## config.mk

```make
export PLATFORM = sky130hd
export DESIGN_NAME = pipeline_hazard_ctrl
export DESIGN_NICKNAME = d
export VERILOG_FILES = /design/src/rtl/cpu_pkg.sv /design/src/rtl/hazard_tag_pipe.sv /design/src/rtl/pipeline_hazard_ctrl.sv
export SDC_FILE = /design/constraint.sdc
export NUM_CORES = 1
export LEC_CHECK = 0
export CAP_MARGIN = 20
export CORE_MARGIN = 2
export CORE_UTILIZATION = 45
export DETAILED_ROUTE_END_ITERATION = 12
export PLACE_DENSITY = 0.84
export SLEW_MARGIN = 20
export SYNTH_ARGS = -nofsm -noshare
export SYNTH_HDL_FRONTEND = slang
export SYNTH_SLANG_ARGS = --single-unit
```

## constraint.sdc

```tcl
create_clock -name clk -period 2.5 [get_ports clk]
set_input_delay 0.5 -clock clk [delete_from_list [all_inputs] [get_ports clk]]
set_output_delay 0.5 -clock clk [all_outputs]
set_load 0.005 [all_outputs]
```

## src/rtl/cpu_pkg.sv

```systemverilog
// Shared definitions for the pipelined MIPS CPU: forwarding select encodings,
// controller state type and the in-flight destination tag record.
package cpu_pkg;

   localparam logic [1:0] FWD_REGF  = 2'b00;
   localparam logic [1:0] FWD_EXMEM = 2'b01;
   localparam logic [1:0] FWD_MEMWB = 2'b10;

   typedef logic [1:0] state_t;
   localparam state_t ST_IDLE = 2'd0;
   localparam state_t ST_LOAD = 2'd1;
   localparam state_t ST_RUN  = 2'd2;

   // Tags hold a zero-extended register index so any REG_ADDR_W up to this fits.
   localparam int unsigned TAG_DST_W = 8;

   typedef struct packed {
      logic                 wr;
      logic                 load;
      logic [TAG_DST_W-1:0] dst;
   } tag_t;

   function automatic logic tag_match(input tag_t t, input logic [TAG_DST_W-1:0] src);
      return t.wr && (t.dst != '0) && (t.dst == src);
   endfunction

endpackage

```

## src/rtl/hazard_tag_pipe.sv

```systemverilog
// Three-entry destination tag shift register (EX, MEM, WB) with bubble insert
// into EX and a synchronous clear of all entries.
module hazard_tag_pipe
   import cpu_pkg::*;
(
   input  logic clk,
   input  logic Reset_n,
   input  logic clear,
   input  logic bubble,
   input  tag_t id_tag,
   output tag_t ex_tag,
   output tag_t mem_tag,
   output tag_t wb_tag
);

   always_ff @(posedge clk) begin
      if (!Reset_n || clear) begin
         ex_tag  <= '0;
         mem_tag <= '0;
         wb_tag  <= '0;
      end else begin
         wb_tag  <= mem_tag;
         mem_tag <= ex_tag;
         ex_tag  <= bubble ? '0 : id_tag;
      end
   end

endmodule

```

## src/rtl/pipeline_hazard_ctrl.sv

```systemverilog
// Hazard/sequencing controller for the 5-stage MIPS pipeline: stalls, flushes,
// ALU forwarding selects. Define HAZARD_STORE_FWD_EN to forward load data to SW.
module pipeline_hazard_ctrl
   import cpu_pkg::*;
#(
   parameter int unsigned REG_ADDR_W = 5,
   parameter int unsigned CNT_W      = 16
) (
   input  logic                  clk,
   input  logic                  Reset_n,
   input  logic                  LoadInstructions,
   input  logic                  id_valid,
   input  logic [REG_ADDR_W-1:0] id_rs,
   input  logic [REG_ADDR_W-1:0] id_rt,
   input  logic                  id_uses_rs,
   input  logic                  id_uses_rt,
   input  logic                  id_is_store,
   input  logic [REG_ADDR_W-1:0] id_dst,
   input  logic                  id_reg_write,
   input  logic                  id_mem_read,
   input  logic                  ex_branch_taken,
   output logic                  pc_write_en,
   output logic                  ifid_write_en,
   output logic                  ifid_flush,
   output logic                  idex_bubble,
   output logic [1:0]            fwd_a_sel,
   output logic [1:0]            fwd_b_sel,
   output logic                  fwd_store_sel,
   output logic [CNT_W-1:0]      stall_count
);

   state_t state, state_nxt;
   tag_t   ex_tag, mem_tag, wb_tag, id_tag;
   logic   run, rs_dep, rt_dep, rt_stall_dep, load_use, stall;
   logic   [TAG_DST_W-1:0] rs_x, rt_x;

   function automatic logic [1:0] fwd_pick(input tag_t ex_t, input tag_t mem_t,
                                           input logic [TAG_DST_W-1:0] src, input logic used);
      if (used && tag_match(ex_t, src)) return FWD_EXMEM;
      if (used && tag_match(mem_t, src)) return FWD_MEMWB;
      return FWD_REGF;
   endfunction

   assign rs_x = TAG_DST_W'(id_rs);
   assign rt_x = TAG_DST_W'(id_rt);
   assign run  = (state == ST_RUN);

   always_comb begin
      state_nxt = state;
      case (state)
         ST_IDLE: state_nxt = LoadInstructions ? ST_LOAD : ST_RUN;
         ST_LOAD: if (!LoadInstructions) state_nxt = ST_IDLE;
         ST_RUN:  if (LoadInstructions) state_nxt = ST_LOAD;
         default: state_nxt = ST_IDLE;
      endcase
   end

   always_ff @(posedge clk) begin
      if (!Reset_n) state <= ST_IDLE;
      else          state <= state_nxt;
   end

   assign id_tag = '{wr:   id_valid & id_reg_write,
                     load: id_valid & id_mem_read,
                     dst:  TAG_DST_W'(id_dst)};

   assign rs_dep = id_valid & id_uses_rs & tag_match(ex_tag, rs_x);
   assign rt_dep = id_valid & id_uses_rt & tag_match(ex_tag, rt_x);

`ifdef HAZARD_STORE_FWD_EN
   // Store data of SW is only needed in MEM, so the loaded value can be bypassed there.
   logic store_fwd, store_fwd_ex;
   assign store_fwd    = rt_dep & id_is_store & ex_tag.load;
   assign rt_stall_dep = rt_dep & ~id_is_store;
`else
   assign rt_stall_dep = rt_dep;
   assign fwd_store_sel = 1'b0;
`endif

   assign load_use = ex_tag.load & (rs_dep | rt_stall_dep);
   assign stall    = run & load_use & ~ex_branch_taken;

   always_comb begin
      pc_write_en   = 1'b0;
      ifid_write_en = 1'b0;
      ifid_flush    = 1'b1;
      idex_bubble   = 1'b1;
      if (run) begin
         if (ex_branch_taken) begin
            pc_write_en   = 1'b1;
            ifid_write_en = 1'b1;
         end else if (stall) begin
            ifid_flush    = 1'b0;
         end else begin
            pc_write_en   = 1'b1;
            ifid_write_en = 1'b1;
            ifid_flush    = 1'b0;
            idex_bubble   = 1'b0;
         end
      end
   end

   hazard_tag_pipe u_tags (
      .clk     (clk),
      .Reset_n (Reset_n),
      .clear   (~run | LoadInstructions),
      .bubble  (idex_bubble),
      .id_tag  (id_tag),
      .ex_tag  (ex_tag),
      .mem_tag (mem_tag),
      .wb_tag  (wb_tag)
   );

   always_ff @(posedge clk) begin
      if (!Reset_n || !run || LoadInstructions) begin
         fwd_a_sel <= FWD_REGF;
         fwd_b_sel <= FWD_REGF;
      end else if (stall) begin
         fwd_a_sel <= fwd_a_sel;
         fwd_b_sel <= fwd_b_sel;
      end else if (idex_bubble) begin
         fwd_a_sel <= FWD_REGF;
         fwd_b_sel <= FWD_REGF;
      end else begin
         fwd_a_sel <= fwd_pick(ex_tag, mem_tag, rs_x, id_valid & id_uses_rs);
         fwd_b_sel <= fwd_pick(ex_tag, mem_tag, rt_x, id_valid & id_uses_rt);
      end
   end

`ifdef HAZARD_STORE_FWD_EN
   // Flag follows the SW from EX into MEM.
   always_ff @(posedge clk) begin
      if (!Reset_n || !run || LoadInstructions) begin
         store_fwd_ex  <= 1'b0;
         fwd_store_sel <= 1'b0;
      end else begin
         store_fwd_ex  <= idex_bubble ? 1'b0 : store_fwd;
         fwd_store_sel <= store_fwd_ex;
      end
   end
`endif

   always_ff @(posedge clk) begin
      if (!Reset_n) begin
         stall_count <= '0;
      end else if (!run && state_nxt == ST_RUN) begin
         stall_count <= '0;
      end else if (stall && stall_count != '1) begin
         stall_count <= stall_count + CNT_W'(1);
      end
   end

endmodule

```

==> results of run 1 <==
critical path, stage by stage:
cell	delay [ps]
dlygate4sd2_1	260
xnor2_1	160
nand4_1	180
a2bb2o_4	280
nand3_2	80
o211a_1	220
dlygate4sd2_1	260
layout make-up:
cell class / instances / area, um2
Clock buffer: 5 / 68.8
Clock inverter: 3 / 67.6
Tap cell: 50 / 62.6
Inverter: 4 / 15.0
Sequential cell: 35 / 704
Timing Repair Buffer: 74 / 656
Multi-Input combinational cell: 169 / 1180
Fill cell: 310 / 1270
layout by cell type, fill, tap and decap left out, types with 2 or more instances in the layout:
master / instances
o21a_1: 3
nor2_1: 7
nor3b_1: 2
o31ai_1: 12
nand2_1: 15
nor3_1: 3
mux2i_1: 2
or3_1: 3
xor2_1: 2
o31a_1: 2
xnor2_1: 14
nand3_2: 2
dfxtp_2: 3
and2_1: 12
nand4_1: 13
and3_1: 6
buf_4: 27
xor2_2: 4
o21ai_0: 8
bufinv_16: 2
dlygate4sd2_1: 11
or4_1: 11
dfxtp_1: 32
nor4_1: 3
a21oi_1: 13
nand2b_1: 3
inv_1: 4
clkbuf_8: 5
clkdlybuf4s50_1: 33
nand3_1: 9
final timing paths:
path,startpoint,endpoint,slack (ps),depth (start not counted)
setup / recovery,id_rt[0],ifid_write_en,50,7
hold / removal,fwd_a_sel[1],fwd_a_sel[1],490,2
setup reg to reg,u_tags.ex_tag[0],stall_count[1],350,7
hold reg to reg,fwd_a_sel[1],fwd_a_sel[1],490,2
per-stage QoR:
step	cell area, um2	hold WS (ps)	TNS, ps
after global placement	2580	481	-3720
after global routing	2760	524	-22.2
after detailed placement	2580	485	-4960
final	2760	492	0
after CTS	2750	497	0
after floorplan	1890	469	0
routing by layer:
layer,track usage,vias to the layer above,part of all wire
met2,0.368,87,0.47
met1,0.284,908,0.43
li1,-,962,-
met4,0.108,0,0.032
met5,0,-,0
met3,0.0519,15,0.068
power by group through the flow:
stage	Sequential, mW	Clock [mW]	Combinational [mW]
final	0.563	0.615	0.111
after global routing	0.563	0.645	0.118
after CTS	0.563	0.620	0.108
after detailed placement	0.576	0	0.111
after global placement	0.576	0	0.108
after floorplan	0.573	0	0.0400
cells by family (layout without fill, tap and decap cells):
kind of cell	Yosys count	in the layout
AOI/OAI and AO/OA	48	48
muxes	2	2
adders and majority gates	1	1
DFF	35	35
buffers and inverters	16	86
and+or+nand+nor	97	97
other	1	1
xor gates and xnor gates	20	20
flip-flops by register name, summed over array words and instances (netlist names):
name / flops
stall_count: 16
u_tags.ex_tag: 7
u_tags.mem_tag: 6
fwd_a_sel: 2
fwd_b_sel: 2
state: 2
cells in the mapped netlist (all sizes together) (4+ instances only):
cell	instances	area share
a21oi	13	0.034
buf	5	0.016
o21ai	8	0.021
nand4	13	0.043
nand3	11	0.029
xor2	6	0.028
o31ai	12	0.048
nor2	8	0.016
clkbuf	7	0.014
xnor2	14	0.065
or4	12	0.048
nand2	15	0.030
nor4	4	0.021
and2	12	0.040
and3	6	0.020
inv	4	0.0079
dfxtp	35	0.37
what timing repair did:
item	in CTS	in global routing
endpoints found under the setup margin	3	3
resized for setup	24	8
pin swaps	6	3
buffers inserted	0	0
endpoints found under the hold margin	0	0
==> reports/metrics.cfg, run 1 <==
[synth]
synth_adder_area_share = 0.00661
synth-seq-cells = 35
synthFlopType = dfxtp_1
synth-compound-area-share = 0.172
synthMuxAreaShare = 0.0106
syn-num-nets = 246
ys_async_sr_fraction = 0
synth-simple-area-share = 0.308
synth_xor_xnor_area_share = 0.0925
synth_warnings = 0
synth_area_um2 = 1890
synth_top_family_by_area = simple AND/OR/NAND/NOR gates
syn_inst = 220
ys_types = 43
avgSynthCellArea_um2 = 8.61
seq_area_frac_synth = 0.370
synth_edf_count = 0

[detailed_routing]
viasPerCell = 5.80
drt-initial-drc-count = 126
ant_nets = 0
first_pass_iters = 4
num_vias = 1972
wirelength_mm = 5.24
drc = 0
wire_per_inst_um = 15.4

[status]
status = complete, no violations

[clock_network]
htree_levels = 2
hold_buffers = 0
numCtsBuffers = 5
clk_pin_slew_worst_paths_ps = 70
insertion_delay_ps = 290
clockBufferDepth = 2
cts_tree = built
clock-sinks = 35
root_buffer = clkbuf_8

[sta]
worstMarginPinSlew_ps = 978
finalCritPeriodShare = 0.978
max_freq_ghz = 0.409
final_hold_viol_count = 0
skew_ps = 4.34
slew_violations = 0
finalSetupViolations = 0
slew_headroom = 0.347
layout_setup_ws_ps = 54.2
timing.final.crit_period_ps = 2450
grt_setup_unrepaired = yes

[critical_path]
required_ps = 2000
cp-start-kind = input pin
cp_max_fo = 2
arrival_ps = 1950
end_kind = primary output
critPathKind = input pin to primary output

[pwr]
pwr-share-clk = 0.477
p_per_area_nw_per_um2 = 467
p_int_mw = 1.02
leakage_nw = 0.965
irDropWorstVdd_mv = 0.384
p_sw_uw = 268
comb_power_share = 0.086
p_total_mw = 1.29
switching_share = 0.208
seqPwrFrac = 0.437

[worst_hold_path]
min-delay-path-class = flip-flop to flip-flop

[floorplan]
die_y_um = 68.9
dieWidth_um = 68.9
die_area_um2 = 4740
core-area_um2 = 4030
core.rowCount = 23
initial_core_util = 0.470
pin_count = 50

[place]
pre_cts_slack_ps = -460
io_buffers = 47
dp.cells = 332
gp_congestion = 0.963
hpwl_mm = 3.67

[grt]
gr-total-overflow = 0
grt_max_degree = 26
grt.total_usage = 0.227
grt_pass1_wl_mm = 7.89
antenna_found_initial = 0
grt_pass1_vias = 1732

[final_layout]
area_growth_pct = 45.6
nNetsFinal = 315
antennaDiodeCount = 0
layout-drive-gt1-share = 0.183
fin_cells = 340
final_util = 0.685

[job]
cap_viol_max_count = 0

Power figures use the tool's default switching activity.
==> inputs of run 2 (changes only) <==
--- a/config.mk
+++ b/config.mk
@@ -9,8 +9,9 @@
 export CORE_MARGIN = 2
 export CORE_UTILIZATION = 45
 export DETAILED_ROUTE_END_ITERATION = 12
-export PLACE_DENSITY = 0.84
+export PLACE_DENSITY = 0.81
 export SLEW_MARGIN = 20
 export SYNTH_ARGS = -nofsm -noshare
 export SYNTH_HDL_FRONTEND = slang
+export SYNTH_HIERARCHICAL = 1
 export SYNTH_SLANG_ARGS = --single-unit
==> reports/metrics.cfg, run 2 <==
[sta]
worstMarginPinSlew_ps = 690  ; -288 ps
max_freq_ghz = 0.395  ; -3.4%
slew_headroom = 0.537  ; +0.189
finalCritPeriodShare = 1.01  ; +0.0342
grt_setup_unrepaired = yes
timing.final.crit_period_ps = 2530  ; +85.4 ps
skew_ps = 4.61  ; +0.266 ps
final_hold_viol_count = 0  ; unchanged
tns_ps = -59.1  ; -59.1 ps
layout_setup_ws_ps = -31.2  ; -85.4 ps
finalSetupViolations = 2  ; +2
slew_violations = 0  ; unchanged

[final_layout]
layout_common_cells = 41 x dfxtp_1, 34 x clkdlybuf4s50_1, 33 x buf_4
nNetsFinal = 322  ; +2.2%
largest_reg_flops = 16  ; unchanged
area_growth_pct = 41.5
fin_cells = 349  ; +2.6%
layout-drive-gt1-share = 0.232  ; +0.0496
largestRegisters = stall_count x16, u_tags/ex_tag x10, u_tags/mem_tag x9
final_cell_area_um2 = 2960  ; +7.3%
antennaDiodeCount = 0  ; unchanged
layout_commonest_cell = dfxtp_1
top_register = stall_count

[floorplan]
initial_core_util = 0.474  ; +0.00345
core.rowCount = 24  ; +4.3%
dieWidth_um = 72.2  ; +4.8%
core-area_um2 = 4410  ; +9.6%
pin_count = 50  ; unchanged
die_y_um = 72.2  ; +4.8%
die_area_um2 = 5210  ; +9.8%

[critical_path]
end_kind = primary output
cp-start-kind = flip-flop
max_stage_delay_ps = 540  ; +260 ps
endpoint = pc_write_en
crit_cells = 8  ; +1
arrival_ps = 2030  ; +80 ps
reg2regPathDepth = 8  ; +1
path_buf_inv = 2  ; unchanged
r2r_start = u_tags/ex_tag[5]
critPathKind = flip-flop to primary output
path_delay_family = simple AND/OR/NAND/NOR gates
required_ps = 2000  ; about the same
r2r_slack_ps = 240  ; -110 ps
rr_endpoint = stall_count[8]
cp_slowest_cell = or4b_4
crit_chain = or4b_4 -> a21oi_2 -> and2_4 -> o21ai_4 -> buf_4 -> nor2_2 -> nor3b_2 -> clkdlybuf4s15_1
cp_max_fo = 2  ; unchanged
setup.worst_path.start = u_tags/ex_tag[5]

[detailed_routing]
ant_nets = 0  ; unchanged
wirelength_mm = 5.22  ; -0.40%
wl_met3_um = 242  ; -32%
drt-initial-drc-count = 70  ; -44%
met2_length_mm = 2.78  ; +14%
top_layer_used = met4
num_vias = 1928  ; -2.2%
first_pass_iters = 4  ; unchanged
drc = 0  ; unchanged
wire_per_inst_um = 14.9  ; -3.0%
wl_met1_mm = 2.08  ; -8.1%
viasPerCell = 5.52  ; -4.8%

[clock_network]
clk_pin_slew_worst_paths_ps = 80  ; about the same
cts_tree = built
hold_buffers = 0  ; unchanged
clockBufferDepth = 2  ; unchanged
numCtsBuffers = 5  ; unchanged
root_buffer = clkbuf_8
htree_levels = 2  ; unchanged
insertion_delay_ps = 300  ; about the same
clock-sinks = 41  ; +17%

[grt]
grt_max_degree = 24  ; -7.7%
gr-total-overflow = 0  ; unchanged
grt_pass1_vias = 1905  ; +10%
antenna_found_initial = 0  ; unchanged
grt.total_usage = 0.209  ; -0.0177
grt_pass1_wl_mm = 8.56  ; +8.5%

[worst_hold_path]
min-delay-path-class = flip-flop to flip-flop

[place]
pre_cts_slack_ps = -390  ; +70.3 ps
hpwl_mm = 3.58  ; -2.5%
gp_congestion = 0.822  ; -15%
dpl_cell_area_um2 = 2760  ; +7.1%
dp.cells = 334  ; +0.60%
io_buffers = 47  ; unchanged

[status]
status = finished with violations
violations = negative setup slack

[pwr]
irDropWorstVdd_mv = 0.408  ; +6.2%
leakage_nw = 1.13  ; +17%
p_per_area_nw_per_um2 = 455  ; -2.5%

[job]
cap_viol_max_count = 0  ; unchanged

[synth]
syn_inst = 219  ; -0.45%
synth_area_um2 = 2090  ; +10%
synth_warnings = 6  ; +6
avgSynthCellArea_um2 = 9.55  ; +11%

-- run 2: area by class of cell --
type	count	area (um2)
Multi-Input combinational cell	163	1230
Clock inverter	2	37.5
Timing Repair Buffer	80	699
Clock buffer	6	82.6
Inverter	5	18.8
Fill cell	373	1460
Sequential cell	41	821
Tap cell	52	65.1
-- run 2: per-stage QoR --
step	util	power [mW]	hold WS [ps]
floorplan	-	0.722	462
global placement	0.626	0.791	471
detailed placement	0.626	0.793	475
CTS	0.667	1.35	499
global route	0.670	1.39	527
finish	0.670	1.35	506
-- run 2: what timing repair did --
action	CTS	global route
pin swaps	7	2
buffers inserted	5	2
cloned	0	0
hold endpoints to repair	0	0
setup endpoints to repair	3	5
resized for setup	22	2
-- run 2: how the worst min path moves through the flow --
| stage | cells after the start | endpoint | from |
|---|---|---|---|
| 2_1_floorplan | 1 | u_tags/mem_tag[9] | u_tags/ex_tag[9] |
| 3_3_place_gp | 1 | u_tags/mem_tag[5] | u_tags/ex_tag[5] |
| 3_5_place_dp | 1 | u_tags/mem_tag[5] | u_tags/ex_tag[5] |
| 4_1_cts | 1 | u_tags/mem_tag[5] | u_tags/ex_tag[5] |
| 5_1_grt | 1 | u_tags/mem_tag[7] | u_tags/ex_tag[7] |
| 6_report | 1 | u_tags/mem_tag[7] | u_tags/ex_tag[7] |
-- run 2: power breakdown --
group	total [mW]	internal [mW]	switching [mW]	leakage (nW)
combinational	0.118	0.0655	0.0525	0.745
sequential	0.658	0.654	0.00368	0.331
clock	0.571	0.325	0.247	0.0574
total	1.35	1.04	0.303	1.13
-- run 2: routing by layer --
metal | up-vias | track usage
li1 | 961 | -
met1 | 903 | 0.230
met2 | 53 | 0.385
met3 | 11 | 0.0528
met4 | 0 | 0.0755
met5 | - | 0
-- run 2: worst register-to-register path, cell delays in order, from the launching register on --
cell and delay [ps]:
dfxtp_1 320, or4b_4 540, a21oi_2 150, and2_4 180, o21ai_4 60, buf_4 140
buf_4 170, or4_1 510, a21oi_1 140
